`src/rtl/sa_autosa_sync_pkg.sv`:
```
// Shared constants and elaboration helpers for the SA boundary input synchroniser.
// Capture-mode encodings, clog2 and parameter range checks.
package sa_autosa_sync_pkg;

    localparam logic [1:0] EVT_NONE = 2'b00;
    localparam logic [1:0] EVT_RISE = 2'b01;
    localparam logic [1:0] EVT_FALL = 2'b10;
    localparam logic [1:0] EVT_BOTH = 2'b11;

    function automatic int unsigned clog2(input int unsigned value);
        int unsigned res;
        res = 0;
        while ((64'd1 << res) < 64'(value)) begin
            res = res + 1;
        end
        return res;
    endfunction

    function automatic bit n_ch_ok(input int unsigned n_ch);
        return (n_ch >= 1) && (n_ch <= 32);
    endfunction

    function automatic bit stages_ok(input int unsigned stages);
        return (stages >= 2) && (stages <= 4);
    endfunction

    function automatic bit filt_cyc_ok(input int unsigned filt_cyc);
        return (filt_cyc >= 1) && (filt_cyc <= 255);
    endfunction

endpackage

```
`src/rtl/sa_autosa_sync_filt_ch.sv`:
```
// One synchroniser channel: flop chain, stability filter and registered edge pulses.
// level_o only follows the synchronised input after FILT_CYC consecutive mismatching cycles.
module sa_autosa_sync_filt_ch
    import sa_autosa_sync_pkg::*;
#(
    parameter int unsigned STAGES   = 3,
    parameter int unsigned FILT_CYC = 4,
    parameter logic        RST_VAL  = 1'b0
) (
    input  logic o_clk,
    input  logic o_rst,
    input  logic async_i,
    output logic level_o,
    output logic rise_o,
    output logic fall_o
);

    localparam int unsigned CW = clog2(FILT_CYC + 1);
    localparam logic [CW-1:0] CNT_LAST = CW'(FILT_CYC - 1);

    logic [STAGES-1:0] chain_q;
    logic [CW-1:0]     cnt_q, cnt_d;
    logic              level_q, level_d;
    logic              rise_q, rise_d;
    logic              fall_q, fall_d;
    logic              sync_s;
    logic              commit;

    assign sync_s = chain_q[STAGES-1];

    always_comb begin
        cnt_d   = '0;
        level_d = level_q;
        commit  = 1'b0;
        // Any cycle where the input agrees with level_q rejects the pending change.
        if (sync_s != level_q) begin
            if (cnt_q == CNT_LAST) begin
                commit = 1'b1;
            end else begin
                cnt_d = cnt_q + CW'(1);
            end
        end
        if (commit) begin
            level_d = sync_s;
        end
        rise_d = commit & sync_s;
        fall_d = commit & ~sync_s;
    end

    always_ff @(posedge o_clk) begin
        if (o_rst) begin
            chain_q <= {STAGES{RST_VAL}};
            cnt_q   <= '0;
            level_q <= RST_VAL;
            rise_q  <= 1'b0;
            fall_q  <= 1'b0;
        end else begin
            chain_q <= {chain_q[STAGES-2:0], async_i};
            cnt_q   <= cnt_d;
            level_q <= level_d;
            rise_q  <= rise_d;
            fall_q  <= fall_d;
        end
    end

    assign level_o = level_q;
    assign rise_o  = rise_q;
    assign fall_o  = fall_q;

endmodule

```
`src/rtl/sa_autosa_ssa_sync3d_multi.sv`:
```
// Multi-channel input synchroniser with sticky edge capture, write-1-clear and interrupt OR.
// Each channel is fully independent; only irq_o combines them.
module sa_autosa_ssa_sync3d_multi
    import sa_autosa_sync_pkg::*;
#(
    parameter int unsigned    N_CH     = 8,
    parameter int unsigned    STAGES   = 3,
    parameter int unsigned    FILT_CYC = 4,
    parameter logic [N_CH-1:0] RST_VAL = '0
) (
    input  logic              o_clk,
    input  logic              o_rst,
    input  logic [N_CH-1:0]   async_i,
    input  logic [2*N_CH-1:0] evt_mode_i,
    input  logic [N_CH-1:0]   evt_en_i,
    input  logic [N_CH-1:0]   evt_clr_i,
    output logic [N_CH-1:0]   level_o,
    output logic [N_CH-1:0]   rise_o,
    output logic [N_CH-1:0]   fall_o,
    output logic [N_CH-1:0]   event_o,
    output logic              irq_o
);

    if (!n_ch_ok(N_CH)) begin : g_bad_n_ch
        $error("N_CH out of range 1..32");
    end
    if (!stages_ok(STAGES)) begin : g_bad_stages
        $error("STAGES out of range 2..4");
    end
    if (!filt_cyc_ok(FILT_CYC)) begin : g_bad_filt_cyc
        $error("FILT_CYC out of range 1..255");
    end

    logic [N_CH-1:0] event_q, event_d;
    logic [N_CH-1:0] evt_set;

    for (genvar n = 0; n < N_CH; n++) begin : g_ch
        sa_autosa_sync_filt_ch #(
            .STAGES   (STAGES),
            .FILT_CYC (FILT_CYC),
            .RST_VAL  (RST_VAL[n])
        ) u_ch (
            .o_clk   (o_clk),
            .o_rst   (o_rst),
            .async_i (async_i[n]),
            .level_o (level_o[n]),
            .rise_o  (rise_o[n]),
            .fall_o  (fall_o[n])
        );
    end

    always_comb begin
        evt_set = '0;
        for (int n = 0; n < N_CH; n++) begin
            evt_set[n] = (rise_o[n] & evt_mode_i[2*n]) | (fall_o[n] & evt_mode_i[2*n+1]);
        end
        // A new event wins over a clear in the same cycle.
        event_d = evt_set | (event_q & ~evt_clr_i);
    end

    always_ff @(posedge o_clk) begin
        if (o_rst) begin
            event_q <= '0;
        end else begin
            event_q <= event_d;
        end
    end

    assign event_o = event_q;
    assign irq_o   = |(event_q & evt_en_i);

endmodule

```
`config.mk`:
```
export PLATFORM = sky130hd
export DESIGN_NAME = sa_autosa_ssa_sync3d_multi
export DESIGN_NICKNAME = d
export VERILOG_FILES = /design/src/rtl/sa_autosa_sync_pkg.sv /design/src/rtl/sa_autosa_sync_filt_ch.sv /design/src/rtl/sa_autosa_ssa_sync3d_multi.sv
export SDC_FILE = /design/constraint.sdc
export NUM_CORES = 1
export LEC_CHECK = 0
export ABC_AREA = 1
export ABC_CLOCK_PERIOD_IN_PS = 3300
export BUFFER_PORTS_ARGS = -buffer_cell sky130_fd_sc_hd__buf_2
export CAP_MARGIN = 5
export CORE_AREA = 4 4 104 106
export CTS_CLUSTER_DIAMETER = 120
export DETAILED_ROUTE_END_ITERATION = 16
export DIE_AREA = 0 0 108 110
export SLEW_MARGIN = 30
export SYNTH_ARGS = -nofsm -noshare
export SYNTH_HDL_FRONTEND = slang
export SYNTH_HIERARCHICAL = 1
export SYNTH_SLANG_ARGS = --single-unit
```
`constraint.sdc`:
```
create_clock -name o_clk -period 3.3 [get_ports o_clk]
set_clock_uncertainty 0.2 [all_clocks]
set_input_delay 0.99 -clock o_clk [delete_from_list [all_inputs] [get_ports o_clk]]
set_output_delay 0.99 -clock o_clk [all_outputs]
set_load 0.1 [all_outputs]
```
* After elaboration in Yosys (flattened, before gate mapping)
Cells that the tools add are included.
** Storage, ports and cells
- Word-level logic and storage cells :: 150
- Output and inout bits :: 33
- Register bits :: 80
- Input bits :: 42
** Operators by class
- Bitwise gates (word level) :: 60
- Equality and inequality tests :: 16
- Reduce and logical (&&, ||, !) cells :: 9
- $add $sub $neg :: 8
- Multiplexer cells :: 16
** Operator list (count)
- $and A1 B1 Y1 :: 32
- $add A3 B1 Y3 const B :: 8
- $eq A3 B2 Y1 const B :: 8
- $reduce_or A3 Y1 :: 8
- $and A8 B8 Y8 :: 2
- $mux W1 :: 16
- $not A1 Y1 :: 16
- $ne A1 B1 Y1 :: 8
- $not A8 Y8 :: 1
- $or A1 B1 Y1 :: 8
- $or A8 B8 Y8 :: 1
- $reduce_or A8 Y1 :: 1

* Longest topological paths before layout
Gate-level depths: netlist of the first run.
- Depth after elaboration :: 4
- Depth in mapped cells :: 5
- Gate-level depth less buffers :: 5

* By module
The synthesis of the first run kept the hierarchy.
** By module, submodules not included
- sa_autosa_sync_filt_ch :: area an instance 311.5 um2, instances 8, sequential area each 180.2 um2, cells each 35
- sa_autosa_ssa_sync3d_multi :: area an instance 431.7 um2, instances 1, sequential area each 160.2 um2, cells each 80

* Worst setup path after synthesis of the first run
OpenSTA, ideal clock, no wires.
- Kind :: reg2out
- Start point :: register event_q[4], in the netlist event_o[4]
- End point :: output irq_o
- Cell stages (with the launch flop) :: 5
- Path buffers :: 0
- Path slack :: 0.290 ns
- Arrival time :: 1.820 ns
- Data required time :: 2.110 ns
- Cell sequence :: dfxtp_1 > nand2_1 > nand2_1 > nor2_1 > nand2_1
** On the way
- Longest elaborated chain between the ends :: 2
** RTL lines
- start, declared :: line sa_autosa_ssa_sync3d_multi.sv:34 : logic [N_CH-1:0] event_q, event_d;
- start signal, assigned :: line sa_autosa_ssa_sync3d_multi.sv:65 : event_q <= event_d;
- $and A8 B8 Y8 :: line sa_autosa_ssa_sync3d_multi.sv:70 : assign irq_o = |(event_q & evt_en_i);
- $reduce_or A8 Y1 :: line sa_autosa_ssa_sync3d_multi.sv:70
- end, declared :: line sa_autosa_ssa_sync3d_multi.sv:21 : output logic irq_o
Every way passes these cells.

* Worst setup path after layout of the first run
- Start point :: input evt_en_i[4]
- End point :: output irq_o
** On the way
- Longest elaborated chain between the ends :: 2
** RTL lines
- start, declared :: line sa_autosa_ssa_sync3d_multi.sv:15 : input logic [N_CH-1:0] evt_en_i,
- $and A8 B8 Y8 :: line sa_autosa_ssa_sync3d_multi.sv:70
- $reduce_or A8 Y1 :: line sa_autosa_ssa_sync3d_multi.sv:70
Every way passes these cells.

==> reports/metrics.cfg, run 1 <==
[clocking]
path_clk_slew_ns = 0.08
root_buffer = clkbuf_8
hold_buffers = 0
cts_tree = done
htree_levels = 3
post_cts_resized = 0
post-cts-setup-buffers = 0
insertion_delay_ns = 0.34
numCtsBuffers = 9
clock-sinks = 80
clk_path_buf_depth = 2

[final_layout]
fin_nets = 504
diodes = 0
instances_no_fill = 584
drive_gt1_share_pct = 25.50
mostFrequentLayoutCells = 90 x nor2_1, 80 x dfxtp_1, 74 x buf_2, 72 x inv_1, 45 x nand2_1
final_common_cell = nor2_1
syn2layout_area_growth_pct = 26.27

[die]
dieArea_um2 = 11880
die_width_um = 108
rows = 36
num_io_pins = 75
die_h_um = 110
coreArea_um2 = 9774
start_util_pct = 29.92

[place]
placedCellCount = 568
placement.io_buffers = 74
dp_hpwl_mm = 4.123
gp_congestion = 0.6796

[global_routing]
antenna_found_initial = 0
first_global_vias = 2219
grt_usage_pct = 9.593
grt_max_degree = 35
grt_pass1_wl_mm = 9.039
gr-total-overflow = 0

[yosys]
synth_compound_area_share_pct = 2.739
synth_area_per_cell_um2 = 8.122
syn-cell-area_um2 = 2924
synthAdderAreaFrac_pct = 6.846
postSynthCellCount = 360
yosysTopAreaCellShare_pct = 54.77
yosys-top-cells-area = dfxtp_1 55%, nor2_1 12%, inv_1 9.2%
synth_top_area_cell = dfxtp_1
ys_seq_area_share_pct = 54.77
synthXorXnorAreaFrac_pct = 0
synth.area.mux_share_pct = 0
synth_top_family_by_area = simple AND/OR/NAND/NOR gates
yosys.area_share.simple_pct = 25.20
synth.distinct_cells = 12
ys_ff_latch = 80
ys_warn_count = 6
synth_nets = 418

[worst_setup_path]
cp_slowest_stage_delay_ns = 0.41
cp_cell_sequence = buf_2 > nand2_1 > nand2_1 > nor2_1 > nand2_1 > buf_2
worst-path-buf-inv = 2
worstSetupPathType = input port to primary output
worstPathRequired_ns = 2.11
critPathCaptureType = primary output
arrival_ns = 1.68
cp_common_cell = nand2_1
critical_path.top_delay_family = buffers and inverters
crit_path_top_delay_cell = buf_2
crit_path_start_kind = input port
path_max_fanout = 1

[flow_run]
max_cap_violations = 0

[worst_hold_path]
min_path_type = register to register

[power]
cellPowerDensity_nw_per_um2 = 492.9
ir_drop_mv = 0.1562
leakagePower_nw = 1.743
finalPower_w = 0.001820

[run_status]
status = finished, final reports clean

[timing]
rsz0062_at_grt = false
max_freq_ghz = 0.3482
tightest_slew_ns = 0.4994
hold_violations = 0
finalSetupViolCount = 0
post-route-period-util_pct = 87.02
post-route-min-period_ns = 2.872
final_max_slew_viol_count = 0
fin_setup_tns_ns = 0
slew_headroom_pct = 66.93

[routing]
wl_per_cell_um = 9.113
firstDrtPassIters = 4
first_iter_violations = 39
route.vias.total = 2322
wl_mm = 5.322
antenna_left = 0
drc = 0
post_drt_via_cell_ratio = 3.976

[where the power goes]
part           internal, W  switching [W]
sequential        0.000978     0.00000563
clock             0.000446       0.000333
combinational    0.0000272      0.0000305
total              0.00145       0.000369
[tightest hold or removal path: stages, from the launching register on]
cell	delay, ns
dfxtp_1	0.30
inv_1	0.04
nor2_1	0.03
[flip-flops by register name, indices dropped and copies added, names as in the netlist]
name,count
g_ch.u_ch/chain_q,24
g_ch.u_ch/cnt_q,24
event_o,8
g_ch.u_ch/fall_o,8
g_ch.u_ch/level_o,8
g_ch.u_ch/rise_o,8
[area by class of cell]
class                   instances  area [um2]
fillers                      1025        6082
clock buffers                  11       141.4
repair buffers                 76       385.4
clock inverters                 5       80.08
inverters                      80       300.3
flip-flops and latches         80        1602
well taps                     133       166.4
multi-input cells             199        1017
[path summary, 6_finish.rpt]
| kind | slack [ns] | depth (start not counted) | end | from |
|---|---|---|---|---|
| setup reg to reg | 1.94 | 5 | g_ch[6].u_ch/cnt_q[1]$_SDFF_PP0_ | g_ch[6].u_ch/cnt_q[0]$_SDFF_PP0_ |
| hold reg to reg | 0.19 | 2 | g_ch[3].u_ch/chain_q[1]$_SDFF_PP0_ | g_ch[3].u_ch/chain_q[0]$_SDFF_PP0_ |
| setup / recovery | 0.43 | 6 | irq_o | evt_en_i[4] |
| hold / removal | 0.19 | 2 | g_ch[3].u_ch/chain_q[1]$_SDFF_PP0_ | g_ch[3].u_ch/chain_q[0]$_SDFF_PP0_ |
[stage by stage]
stage          setup WS, ns  hold WS (ns)  utilization (%)  instance area [um2]
5_1_grt              0.3660        0.2129            37.78                 3692
4_1_cts              0.4278        0.1932            37.78                 3692
2_1_floorplan        0.2898        0.1883                -                 2924
3_3_place_gp         0.4376        0.1887            35.51                 3471
3_5_place_dp         0.4285        0.1939            35.51                 3471
6_report             0.4282        0.1917            37.78                 3692
[metal layers]
| layer | routed length (um) | up-vias | GRT usage [%] |
|---|---|---|---|
| met5 | 0 | - | 0 |
| met4 | 99 | 0 | 4.869 |
| met3 | 440 | 9 | 3.262 |
| met2 | 2457 | 59 | 17.10 |
| met1 | 2324 | 1009 | 10.08 |
| li1 | - | 1245 | - |
[cell families (layout without fill, tap and decap cells)]
logic type | count (synthesis) | count (layout)
and+or+nand+nor | 167 | 167
DFF | 80 | 80
buffers and inverters | 81 | 172
adders and majority gates | 16 | 16
AOI/OAI and AO/OA | 16 | 16
[synth_stat cells (all sizes together)]
cell   instances
nor2          90
nand4          8
a21oi          8
buf            1
nand3         16
o21ai          8
ha            16
inv           80
nand2         53
dfxtp         80
No activity file was read; power rests on OpenSTA's default activity.
==> run 2: changes to the inputs <==
--- a/config.mk
+++ b/config.mk
@@ -9,10 +9,11 @@
 export ABC_CLOCK_PERIOD_IN_PS = 3300
 export BUFFER_PORTS_ARGS = -buffer_cell sky130_fd_sc_hd__buf_2
 export CAP_MARGIN = 5
-export CORE_AREA = 4 4 104 106
+export CORE_AREA = 4 4 91 93
+export CTS_BUF_LIST = sky130_fd_sc_hd__clkbuf_8 sky130_fd_sc_hd__clkbuf_16
 export CTS_CLUSTER_DIAMETER = 120
 export DETAILED_ROUTE_END_ITERATION = 16
-export DIE_AREA = 0 0 108 110
+export DIE_AREA = 0 0 95 97
 export SLEW_MARGIN = 30
 export SYNTH_ARGS = -nofsm -noshare
 export SYNTH_HDL_FRONTEND = slang
==> run 2 against run 1 <==
Power is 1.5% lower; non-clock buffer count down 1; final cell count is 5.5% lower; sequential share of layout area grew 0.51 points; highest routed layer unchanged; cell area is 1.2% lower; critical endpoint unchanged.
==> reports/metrics.cfg, run 2 (synthesis results as in run 1) <==
[timing]
finalSetupViolCount = 0
fin_setup_tns_ns = 0
post-route-period-util_pct = 87.50
tightest_slew_ns = 0.5017
final_max_slew_viol_count = 0
rsz0062_at_grt = false
post-route-min-period_ns = 2.888
slew_headroom_pct = 66.78
hold_slack_ns = 0.1984
max_freq_ghz = 0.3463
hold_violations = 0

[global_routing]
grt_max_degree = 46
grt_usage_pct = 11.42
grt_pass1_wl_mm = 8.307
antenna_found_initial = 0
gr-total-overflow = 0
first_global_vias = 2057

[final_layout]
reg_top3 = g_ch.u_ch/chain_q (24), g_ch.u_ch/cnt_q (24)
drive_gt1_share_pct = 25.11
syn2layout_area_growth_pct = 24.82
mostFrequentLayoutCells = 90 x nor2_1, 80 x dfxtp_1, 74 x inv_1, 74 x buf_2, 45 x nand2_1
final_area_um2 = 3650
instances_no_fill = 552
final_common_cell = nor2_1
fillers = 775
fin_nets = 503
final_util_pct = 48.49
diodes = 0

[place]
gp_congestion = 0.6618
placedCellCount = 536
placement.io_buffers = 74
dp_hpwl_mm = 3.726
place_area_um2 = 3437

[routing]
post_drt_via_cell_ratio = 4.114
firstDrtPassIters = 4
wl_per_cell_um = 9.007
antenna_left = 0
drc = 0
route.vias.total = 2271
first_iter_violations = 17
wl_mm = 4.972

[power]
ir_drop_mv = 0.1842
leakagePower_nw = 1.749
cellPowerDensity_nw_per_um2 = 491.3

[worst_hold_path]
min_path_type = register to register
holdPathStages = 2

[worst_setup_path]
worstSetupPathType = input port to primary output
cp.depth = 6
critPathCaptureType = primary output
crit_path_start_kind = input port
r2r-start = g_ch[5].u_ch/cnt_q[0]$_SDFF_PP0_
worstPathRequired_ns = 2.11
cp-startpoint = evt_en_i[4]
cp_common_cell = nand2_1
cp_slowest_stage_delay_ns = 0.41
crit_path_top_delay_cell = buf_2
rrSetupSlack_ns = 1.98
arrival_ns = 1.70
critical_path.top_delay_family = buffers and inverters
timing.rr.end = g_ch[5].u_ch/level_o$_SDFFE_PP0P_
path_max_fanout = 1
cp_cell_sequence = buf_2 > nand2_1 > nand2_1 > nor2_1 > nand2_1 > buf_2
worst-path-buf-inv = 2
reg2reg_depth = 5
cp-endpoint = irq_o

[clocking]
htree_levels = 3
post-cts-setup-buffers = 0
path_clk_slew_ns = 0.08
numCtsBuffers = 9
clock-sinks = 80
hold_buffers = 0
post_cts_resized = 0
clk_path_buf_depth = 2
insertion_delay_ns = 0.34
cts_tree = done
root_buffer = clkbuf_8

[die]
die_h_um = 97
coreArea_um2 = 7527
start_util_pct = 38.85
num_io_pins = 75
dieArea_um2 = 9215
die_width_um = 95
rows = 32

[flow_run]
max_cap_violations = 0

[run_status]
status = finished, final reports clean

==> run 2: cell types whose count changed in the layout (fill, tap and decap cells not counted) <==
cell	change
inv_1	+2
clkinvlp_4	-1
buf_4	-2
buf_12	+1
clkbuf_8	-1
clkbuf_1	-1
clkinv_4	+1
==> run 2: where the power goes <==
part | switching, W | total [W] | internal, W | leakage [nW]
logic | 0.0000300 | 0.0000579 | 0.0000279 | 0.988
registers | 0.00000564 | 0.000984 | 0.000978 | 0.649
clock network | 0.000331 | 0.000752 | 0.000420 | 0.112
total | 0.000367 | 0.00179 | 0.00143 | 1.75
==> run 2: metal layers <==
metal	share of wire [%]	track usage [%]
met1	45	12.32
met3	9.2	3.266
met5	0	0
met4	2.7	7.325
met2	43	19.14
==> run 2: final cells by class <==
cell class	instances	area, um2	area share, %
Sequential cell	80	1602	43.88
Multi-Input combinational cell	199	1017	27.87
Timing Repair Buffer	75	390.4	10.70
Inverter	80	300.3	8.228
Tap cell	102	127.6	3.497
Clock buffer	9	123.9	3.394
Clock inverter	7	88.84	2.434
==> run 2: worst min path at each step <==
stage,end,from,slack [ns]
after floorplan,g_ch[0].u_ch/chain_q[1]$_SDFF_PP0_,g_ch[0].u_ch/chain_q[0]$_SDFF_PP0_,0.19
after global placement,g_ch[0].u_ch/chain_q[1]$_SDFF_PP0_,g_ch[0].u_ch/chain_q[0]$_SDFF_PP0_,0.19
after detailed placement,g_ch[4].u_ch/chain_q[1]$_SDFF_PP0_,g_ch[4].u_ch/chain_q[0]$_SDFF_PP0_,0.19
after CTS,g_ch[4].u_ch/chain_q[1]$_SDFF_PP0_,g_ch[4].u_ch/chain_q[0]$_SDFF_PP0_,0.20
after global routing,g_ch[4].u_ch/chain_q[1]$_SDFF_PP0_,g_ch[4].u_ch/chain_q[0]$_SDFF_PP0_,0.21
final,g_ch[3].u_ch/chain_q[1]$_SDFF_PP0_,g_ch[3].u_ch/chain_q[0]$_SDFF_PP0_,0.20
==> run 2: worst reg2reg max path: cells and delay by family, from the launching register on <==
kind	cells	cell delay [ns]
flip-flops	1	0.34
adder cells (fa/ha/maj)	2	0.33
AO/OA/AOI/OAI	2	0.25
buffers and inverters	1	0.07
==> run 2: per-stage QoR <==
| step | setup WS (ns) | total power [W] |
|---|---|---|
| final | 0.4124 | 0.001793 |
| after global routing | 0.3496 | 0.001874 |
| after CTS | 0.4129 | 0.001830 |
| after global placement | 0.4215 | 0.001064 |
| after detailed placement | 0.4154 | 0.001066 |
| after floorplan | 0.2898 | 0.001026 |
